--- config.mk ---
export PLATFORM = sky130hd
export DESIGN_NAME = cmp_iter
export DESIGN_NICKNAME = d
export VERILOG_FILES = /design/src/rtl/cmp_pkg.sv /design/src/rtl/cmp_chunk.sv /design/src/rtl/cmp_iter.sv
export SDC_FILE = /design/constraint.sdc
export NUM_CORES = 1
export LEC_CHECK = 0
export ABC_CLOCK_PERIOD_IN_PS = 6750
export CORE_UTILIZATION = 50
export DETAILED_ROUTE_END_ITERATION = 16
export PLACE_DENSITY_LB_ADDON = 0.15
export SYNTH_ARGS = -nofsm -noshare
export SYNTH_HDL_FRONTEND = slang
export SYNTH_SLANG_ARGS = --single-unit
--- constraint.sdc ---
create_clock -name clk -period 6.75 [get_ports clk]
set_input_delay 1.0125 -clock clk [delete_from_list [all_inputs] [get_ports clk]]
set_output_delay 1.0125 -clock clk [all_outputs]
set_load 0.05 [all_outputs]
--- src/rtl/cmp_pkg.sv ---
// Shared definitions for the iterative branch comparator: opcode and state
// encodings plus small helpers used by the top level.
package cmp_pkg;

  // Compare opcodes as presented on cmp_op.
  localparam logic [2:0] CMP_EQ  = 3'd0;
  localparam logic [2:0] CMP_NE  = 3'd1;
  localparam logic [2:0] CMP_LT  = 3'd2;
  localparam logic [2:0] CMP_GE  = 3'd3;
  localparam logic [2:0] CMP_LTU = 3'd4;
  localparam logic [2:0] CMP_GEU = 3'd5;

  // Controller states. IDLE and DONE both accept a new request.
  typedef enum logic [1:0] {
    ST_IDLE = 2'd0,
    ST_SCAN = 2'd1,
    ST_DONE = 2'd2
  } state_t;

  // Number of chunks scanned for a given operand width and chunk width.
  function automatic int num_chunks(input int xlen, input int chunk);
    return xlen / chunk;
  endfunction

  // Signed opcodes need the operand sign bits flipped on the MSB chunk so an
  // unsigned magnitude compare orders two's-complement values correctly.
  function automatic logic is_signed_op(input logic [2:0] op);
    return (op == CMP_LT) || (op == CMP_GE);
  endfunction

  // Map the decided (eq, lt) pair onto the branch-taken bit.
  // Reserved opcodes 6/7 are never taken.
  function automatic logic branch_taken(input logic [2:0] op,
                                        input logic       eq,
                                        input logic       lt);
    logic taken;
    taken = 1'b0;
    case (op)
      CMP_EQ:          taken = eq;
      CMP_NE:          taken = ~eq;
      CMP_LT, CMP_LTU: taken = lt;
      CMP_GE, CMP_GEU: taken = ~lt;
      default:         taken = 1'b0;
    endcase
    return taken;
  endfunction

endpackage

--- src/rtl/cmp_chunk.sv ---
// Combinational W-bit slice comparator. With signed_msb set, the top bit of
// both slices is inverted first so the unsigned compare orders signed values.
module cmp_chunk
  import cmp_pkg::*;
#(
  parameter int W = 8
) (
  input  logic [W-1:0] a,
  input  logic [W-1:0] b,
  input  logic         signed_msb,
  output logic         eq,
  output logic         lt
);

  logic [W-1:0] a_m;
  logic [W-1:0] b_m;

  // Optional sign-bit flip followed by an unsigned equal / less-than compare.
  always_comb begin
    a_m = a;
    b_m = b;
    if (signed_msb) begin
      a_m[W-1] = ~a[W-1];
      b_m[W-1] = ~b[W-1];
    end
    eq = (a_m == b_m);
    lt = (a_m < b_m);
  end

endmodule

--- src/rtl/cmp_iter.sv ---
// Multi-cycle branch comparator. Operands are scanned MSB chunk first,
// CHUNK bits per cycle, stopping at the first differing chunk. The result
// bit b is registered on completion and valid pulses for one cycle.
//
// Handshake: a request is accepted on a rising edge where start=1, flush=0
// and ready=1 (state IDLE or DONE); operands and opcode are captured on that
// edge. start while busy is ignored. valid=1 for exactly one cycle (state
// DONE) and b is meaningful in that cycle and held until the next completion.
// flush returns to IDLE on the next edge without producing valid.
module cmp_iter
  import cmp_pkg::*;
#(
  parameter int XLEN  = 32,
  parameter int CHUNK = 8
) (
  input  logic            clk,
  input  logic            rst,
  input  logic            start,
  input  logic            flush,
  input  logic [XLEN-1:0] rs1_d,
  input  logic [XLEN-1:0] rs2_d,
  input  logic [2:0]      cmp_op,
  output logic            ready,
  output logic            busy,
  output logic            valid,
  output logic            b,
  output logic [1:0]      dbg_state
);

  localparam int N  = num_chunks(XLEN, CHUNK);
  localparam int KW = (N > 1) ? $clog2(N) : 1;

  // Reject geometries that do not split the operand into whole chunks.
  generate
    if ((CHUNK < 1) || (CHUNK > XLEN) || ((XLEN % CHUNK) != 0)) begin : g_bad_geometry
      $error("cmp_iter: XLEN must be a non-zero multiple of CHUNK");
    end
  endgenerate

  state_t            state_q, state_d;
  logic [KW-1:0]     k_q, k_d;
  logic [XLEN-1:0]   opa_q, opa_d;
  logic [XLEN-1:0]   opb_q, opb_d;
  logic [2:0]        op_q, op_d;
  logic              res_q, res_d;

  logic [CHUNK-1:0]  slice_a;
  logic [CHUNK-1:0]  slice_b;
  logic              signed_msb;
  logic              c_eq;
  logic              c_lt;
  logic              last_chunk;

  // Select chunk k (k=0 is the most significant chunk) of both operands.
  always_comb begin
    slice_a    = opa_q[(N - 1 - int'(k_q)) * CHUNK +: CHUNK];
    slice_b    = opb_q[(N - 1 - int'(k_q)) * CHUNK +: CHUNK];
    signed_msb = is_signed_op(op_q) && (k_q == '0);
    last_chunk = (k_q == KW'(N - 1));
  end

  cmp_chunk #(
    .W (CHUNK)
  ) u_chunk (
    .a          (slice_a),
    .b          (slice_b),
    .signed_msb (signed_msb),
    .eq         (c_eq),
    .lt         (c_lt)
  );

  // State, chunk index, captured request and result registers.
  always_ff @(posedge clk or posedge rst) begin
    if (rst) begin
      state_q <= ST_IDLE;
      k_q     <= '0;
      opa_q   <= '0;
      opb_q   <= '0;
      op_q    <= '0;
      res_q   <= 1'b0;
    end else begin
      state_q <= state_d;
      k_q     <= k_d;
      opa_q   <= opa_d;
      opb_q   <= opb_d;
      op_q    <= op_d;
      res_q   <= res_d;
    end
  end

  // Next-state logic: accept in IDLE/DONE, scan chunk by chunk, flush wins.
  always_comb begin
    state_d = state_q;
    k_d     = k_q;
    opa_d   = opa_q;
    opb_d   = opb_q;
    op_d    = op_q;
    res_d   = res_q;

    if (flush) begin
      state_d = ST_IDLE;
    end else begin
      case (state_q)
        ST_IDLE, ST_DONE: begin
          if (start) begin
            opa_d   = rs1_d;
            opb_d   = rs2_d;
            op_d    = cmp_op;
            k_d     = '0;
            state_d = ST_SCAN;
          end else begin
            state_d = ST_IDLE;
          end
        end
        ST_SCAN: begin
          // A differing chunk decides the compare; equal operands are decided
          // on the last chunk with eq=1, lt=0, which c_eq/c_lt already give.
          if (!c_eq || last_chunk) begin
            res_d   = branch_taken(op_q, c_eq, c_lt);
            state_d = ST_DONE;
          end else begin
            k_d = k_q + 1'b1;
          end
        end
        default: begin
          state_d = ST_IDLE;
        end
      endcase
    end
  end

  // Status outputs decoded from registered state only.
  always_comb begin
    ready     = (state_q == ST_IDLE) || (state_q == ST_DONE);
    busy      = (state_q == ST_SCAN);
    valid     = (state_q == ST_DONE);
    b         = res_q;
    dbg_state = state_q;
  end

endmodule

==> reports/metrics.yaml, run 1 <==
clk_path_buf_depth: 2
cts_tree: "done"
status: "finished with violations"
synth_area_leaders: "dfrtp_1 (53%), mux2_2 (19%), mux4_2 (11%), ha_1 (3.7%), mux2_1 (3.0%)"
core.rowCount: 29
fin_skew_ns: 0.00570
setup_viol: 0
ys_async_sr_fraction_pct: 100
post_cts_resized: 0
fmaxAchievable_ghz: 0.329
synth_most_common_cell: "dfrtp_1"
worstSetupPathType: "reg -> reg"
antenna_left: 0
violations: "DRC"
first_pass_iters: 10
synth_warnings: 0
crit_slowest_cell: "dfrtp_1"
die_w_um: 84.5
ys_ff_latch: 72
whs_ns: 0.486
ys_top_cells_by_count: "dfrtp_1 (72), mux2_2 (58), mux4_2 (16), inv_1 (11), ha_1 (10)"
worst_slew_pin_slew_ns: 0.888
grt_pass1_vias: 2240
slew_headroom_pct: 40.8
start_kind: "flop"
synthesis.area_mm2: 0.00341
arrival_ns: 3.25
ys_seq_area_share_pct: 52.9
cts_root_buf: "clkbuf_8"
numPortBuffers: 76
antenna_found_initial: 0
drt_wl_total_um: 6470
synth_edf_count: 0
start_util_pct: 52.8
finalCritPeriodShare_pct: 45.0
fin_setup_tns_ns: 0
cp.required_ns: 6.96
leakage_nw: 1.82
cts_buffers: 9
coreArea_mm2: 0.00646
drt_iter0_markers: 137
ys_types: 34
syn_inst: 224
clock-sinks: 72
syn_to_final_growth_pct: 30.4
vias_per_cell: 5.46
cp_slowest_stage_delay_ns: 0.72
fin_util_pct: 68.8
cts.htree.levels: 3
post-cts-setup-buffer-count: 0
worst-path-buf-inv: 1
antenna-diode-count: 0
clk_pin_slew_ns: 0.07
clk_latency_ns: 0.33
vias: 2101
crit_family: "simple AND/OR/NAND/NOR gates"
yosys.area.top_type_share_pct: 52.9
die_area_mm2: 0.00715
drive_above_1_share_pct: 32.1
dp_hpwl_um: 4530
routedWlPerCell_um: 16.8
drc: 6
place.gp.congestion: 0.778
critical_path.max_fanout: 10
ios: 77
rsz0062_at_grt: "false"
postCtsHoldBufs: 0
grt_pass1_wl_um: 11000
gr-total-overflow: 0
finalCriticalPeriod_ns: 3.04
hold_violations: 0
fill_cells: 484
track_usage_pct: 20.5
synth_ff_type: "dfrtp_1"
slew_violations: 0
nNetsFinal: 384
vdd_ir_drop_max_mv: 0.182
path_cells: "buf_4, mux4_2, xor2_1, ha_1, nand4_2, nor3_2, and3b_1, or2_2, o21ai_1"
critPathCaptureType: "flop"
syn_area_per_cell_um2: 15.2
die_h_um: 84.5
drv_cap: 0
grt_max_degree: 73
hold_path_class: "reg -> reg"
powerDensity_mw_per_mm2: 268
synthesis.nets: 305
yosys.area.top_type: "dfrtp_1"
[routing by layer]
layer / track usage, % / part of all wire (%) / vias up
met1: 27.2 / 43 / 1063
met2: 33.9 / 53 / 51
li1: - / - / 982
met3: 5.21 / 4.1 / 5
met4: 5.55 / 0.71 / 0
met5: 0 / 0 / -
[through the flow]
stage | cell area [um2] | power [mW] | setup WS (ns) | instances
finish | 4440 | 1.19 | 3.71 | 385
global route | 4440 | 1.25 | 3.45 | 385
CTS | 4440 | 1.20 | 3.69 | 385
detailed placement | 4220 | 0.837 | 3.69 | 369
global placement | 4220 | 0.827 | 3.77 | 369
floorplan | 3410 | 0.739 | 3.90 | 224
[flip-flops by register name, summed over array words and instances (netlist names)]
register,cells
b,1
dbg_state,2
k_q,2
op_q,3
opa_q,32
opb_q,32
[kinds of logic after synthesis]
logic type	count (synthesis)	share of synthesized area [%]
buffers and inverters	22	3.23
flip-flops	72	52.9
AND/OR/NAND/NOR	21	4.22
multiplexers	83	32.7
adder cells (fa/ha/maj)	10	3.67
XOR/XNOR	4	1.03
AO/OA/AOI/OAI	12	2.24
[placed cells by master (no fill, tap or decap), drive strengths merged]
cell type and count:
a21oi 4, a31oi 2, and3b 1, and4 1, buf 3, bufinv 1
clkbuf 14, clkdlybuf4s50 76, clkinv 1, dfrtp 72, ha 10, inv 11
mux2 67, mux4 16, nand2 3, nand3 2, nand3b 1, nand4 2
nand4b 1, nor2 3, nor2b 2, nor3 2, nor3b 1, nor4 1
o211ai 1, o21ai 2, o21ba 1, o31a 1, o31ai 1, or2 1
xnor2 2, xor2 2
[path summary, 6_finish.rpt]
check | cells past startpoint | slack (ns) | start | end
max | 9 | 3.71 | k_q[0] | k_q[0]
min | 1 | 0.49 | opa_q[4] | opa_q[4]
max reg2reg | 9 | 3.71 | k_q[0] | k_q[0]
min reg2reg | 1 | 0.49 | opa_q[4] | opa_q[4]
max in group asynchronous | 3 | 4.91 | rst | opa_q[11]
min in group asynchronous | 3 | 1.27 | rst | opb_q[30]
[worst reg2reg max path, delay by kind of cell (launching register included)]
kind                       cells  cell delay [ns]
and+or+nand+nor                4             0.75
DFF                            1             0.72
muxes                          1             0.55
buffers and inverters          1             0.34
adders and majority gates      1             0.34
xor gates and xnor gates       1             0.16
AOI/OAI and AO/OA              1             0.06
[where the power goes]
group | internal [mW] | switching [mW] | leakage (nW)
Combinational | 0.161 | 0.112 | 0.851
Clock | 0.211 | 0.150 | 0.113
Sequential | 0.509 | 0.0460 | 0.854
Total | 0.881 | 0.308 | 1.82
[cell type report]
class | count | area [um2] | area share [%]
Multi-Input combinational cell | 130 | 1500 | 33.8
Tap cell | 77 | 96.3 | 2.17
Clock buffer | 14 | 183 | 4.11
Clock inverter | 2 | 35.0 | 0.789
Timing Repair Buffer | 79 | 783 | 17.6
Sequential cell | 72 | 1800 | 40.6
Inverter | 11 | 41.3 | 0.930
(Power assumes the default switching activity.)
==> run 2: changes to the inputs <==
--- a/config.mk
+++ b/config.mk
@@ -5,7 +5,7 @@
 export SDC_FILE = /design/constraint.sdc
 export NUM_CORES = 1
 export LEC_CHECK = 0
-export ABC_CLOCK_PERIOD_IN_PS = 6750
+export ABC_CLOCK_PERIOD_IN_PS = 2900
 export CORE_UTILIZATION = 50
 export DETAILED_ROUTE_END_ITERATION = 16
 export PLACE_DENSITY_LB_ADDON = 0.15
==> constraint.sdc (replaced) <==
create_clock -name clk -period 2.9 [get_ports clk]
set_input_delay 0.435 -clock clk [delete_from_list [all_inputs] [get_ports clk]]
set_output_delay 0.435 -clock clk [all_outputs]
set_load 0.05 [all_outputs]
==> run 2 against run 1 <==
Against the previous run:
- the run still ends with DRC left
- clock-buffer cell count down 4
- non-clock buffer count up 4
- core utilization up 0.68 points
- global-route usage down 0.099 points
- critical path depth down 1
- routed wire length down 1.2%
- cell count up 1.0%
- worst setup slack worse by 3.4 ns
- sequential cell count unchanged
- fmax up 16%
- power up 130%
- sequential share of layout area down 0.40 points
- largest cell class unchanged
==> reports/metrics.yaml, run 2 (same netlist as run 1, synthesis figures left out) <==
status: "finished with violations"
violations: "DRC"
clock-sinks: 72
cts_tree: "done"
hold_violations: 0
fmaxAchievable_ghz: 0.381
critical_path.max_fanout: 7
core.rowCount: 29
routedWlPerCell_um: 16.4
powerDensity_mw_per_mm2: 608
clk_latency_ns: 0.35
wl_met2_um: 3310
setup_viol: 0
antenna_left: 0
fill_cells: 476
vias: 2104
fin_skew_ns: 0.00588
finalCritPeriodShare_pct: 90.6
grt_max_degree: 70
cp.required_ns: 3.13
drive_above_1_share_pct: 33.3
ios: 77
clk_path_buf_depth: 2
postCtsHoldBufs: 0
numPortBuffers: 76
critPathCaptureType: "flop"
arrival_ns: 2.86
coreArea_mm2: 0.00646
p_seq_share_pct: 47.5
vias_per_cell: 5.41
place.gp.congestion: 0.777
die_h_um: 84.5
gr-total-overflow: 0
syn_to_final_growth_pct: 31.7
dp_hpwl_um: 4810
cts_buffers: 9
p_clk_share_pct: 29.1
p_sw_share_pct: 27.3
post-cts-setup-buffer-count: 0
finalCriticalPeriod_ns: 2.63
power_frac_comb_pct: 23.4
drc: 3
rsz0062_at_grt: "false"
cts.htree.levels: 3
cts_root_buf: "clkbuf_8"
antenna-diode-count: 0
drv_cap: 0
power.internal_mw: 1.98
grt_pass1_wl_um: 10800
die_area_mm2: 0.00715
worstSetupPathType: "reg -> reg"
most-common-layout-cells: "clkdlybuf4s50_1 (76), dfrtp_1 (72), mux2_2 (58), mux4_2 (16)"
fin_util_pct: 69.4
grt_pass1_vias: 2283
start_util_pct: 52.8
nNetsFinal: 388
post_cts_resized: 0
dr.max_layer_used: "met4"
track_usage_pct: 20.4
die_w_um: 84.5
slew_violations: 0
clk_pin_slew_ns: 0.08
start_kind: "flop"
leakage_nw: 1.82
slew_headroom_pct: 57.0
hold_path_class: "in -> async"
vdd_ir_drop_max_mv: 0.438
p_sw_uw: 745
wl_met1_um: 2710
first_pass_iters: 12
fin_setup_tns_ns: 0
wl_met3_um: 257
final_common_cell: "clkdlybuf4s50_1"
drt_iter0_markers: 95
top_regs: "opa_q x32, opb_q x32, op_q x3"
antenna_found_initial: 0
drt_wl_total_um: 6390
worst_slew_pin_slew_ns: 0.644
run 2: power groups by stage:
stage                     clock network (mW)  registers (mW)  logic, mW
after floorplan                            0            1.29      0.425
after global placement                     0            1.31      0.625
after detailed placement                   0            1.32      0.644
after CTS                              0.822            1.30      0.648
after global routing                   0.857            1.32      0.704
final                                  0.794            1.30      0.640
run 2: path summary, 6_finish.rpt:
kind / start / slack, ns / to / cells past startpoint
max: k_q[0] / 0.27 / k_q[0] / 8
max reg2reg: k_q[0] / 0.27 / k_q[0] / 8
max in group asynchronous: rst / 1.66 / opb_q[2] / 3
min reg2reg: opa_q[0] / 0.49 / opa_q[0] / 1
min in group clk: opa_q[0] / 0.49 / opa_q[0] / 1
min: rst / 0.49 / opa_q[8] / 2
run 2: layout make-up:
type	instances	area [um2]	share of cell area, %
multi-input cells	130	1500	33.5
repair buffers	83	838	18.7
inverters	11	41.3	0.921
clock inverters	6	68.8	1.53
clock buffers	10	138	3.07
well taps	77	96.3	2.15
flip-flops and latches	72	1800	40.2
run 2: layer usage:
layer | track usage (%) | vias to the layer above
li1 | - | 990
met1 | 25.2 | 1056
met2 | 34.1 | 50
met3 | 6.00 | 8
met4 | 7.70 | 0
met5 | 0 | -
run 2: through the flow:
stage	instance area [um2]	hold WS, ns	total power [mW]	cells	setup slack, ns
after global placement	4280	0.470	1.94	373	0.352
after floorplan	3410	0.453	1.72	224	0.442
after global routing	4490	0.508	2.88	389	0.0566
after detailed placement	4280	0.477	1.96	373	0.278
final	4490	0.486	2.73	389	0.273
after CTS	4490	0.493	2.77	389	0.235
run 2: critical path, stage by stage, from the launching register on:
cell and delay [ns]:
dfrtp_1 0.60, mux4_2 0.56, xor2_1 0.15, ha_1 0.35
nand4_2 0.16, nor3_2 0.24, and3b_1 0.25, or2_2 0.14
o21ai_1 0.06
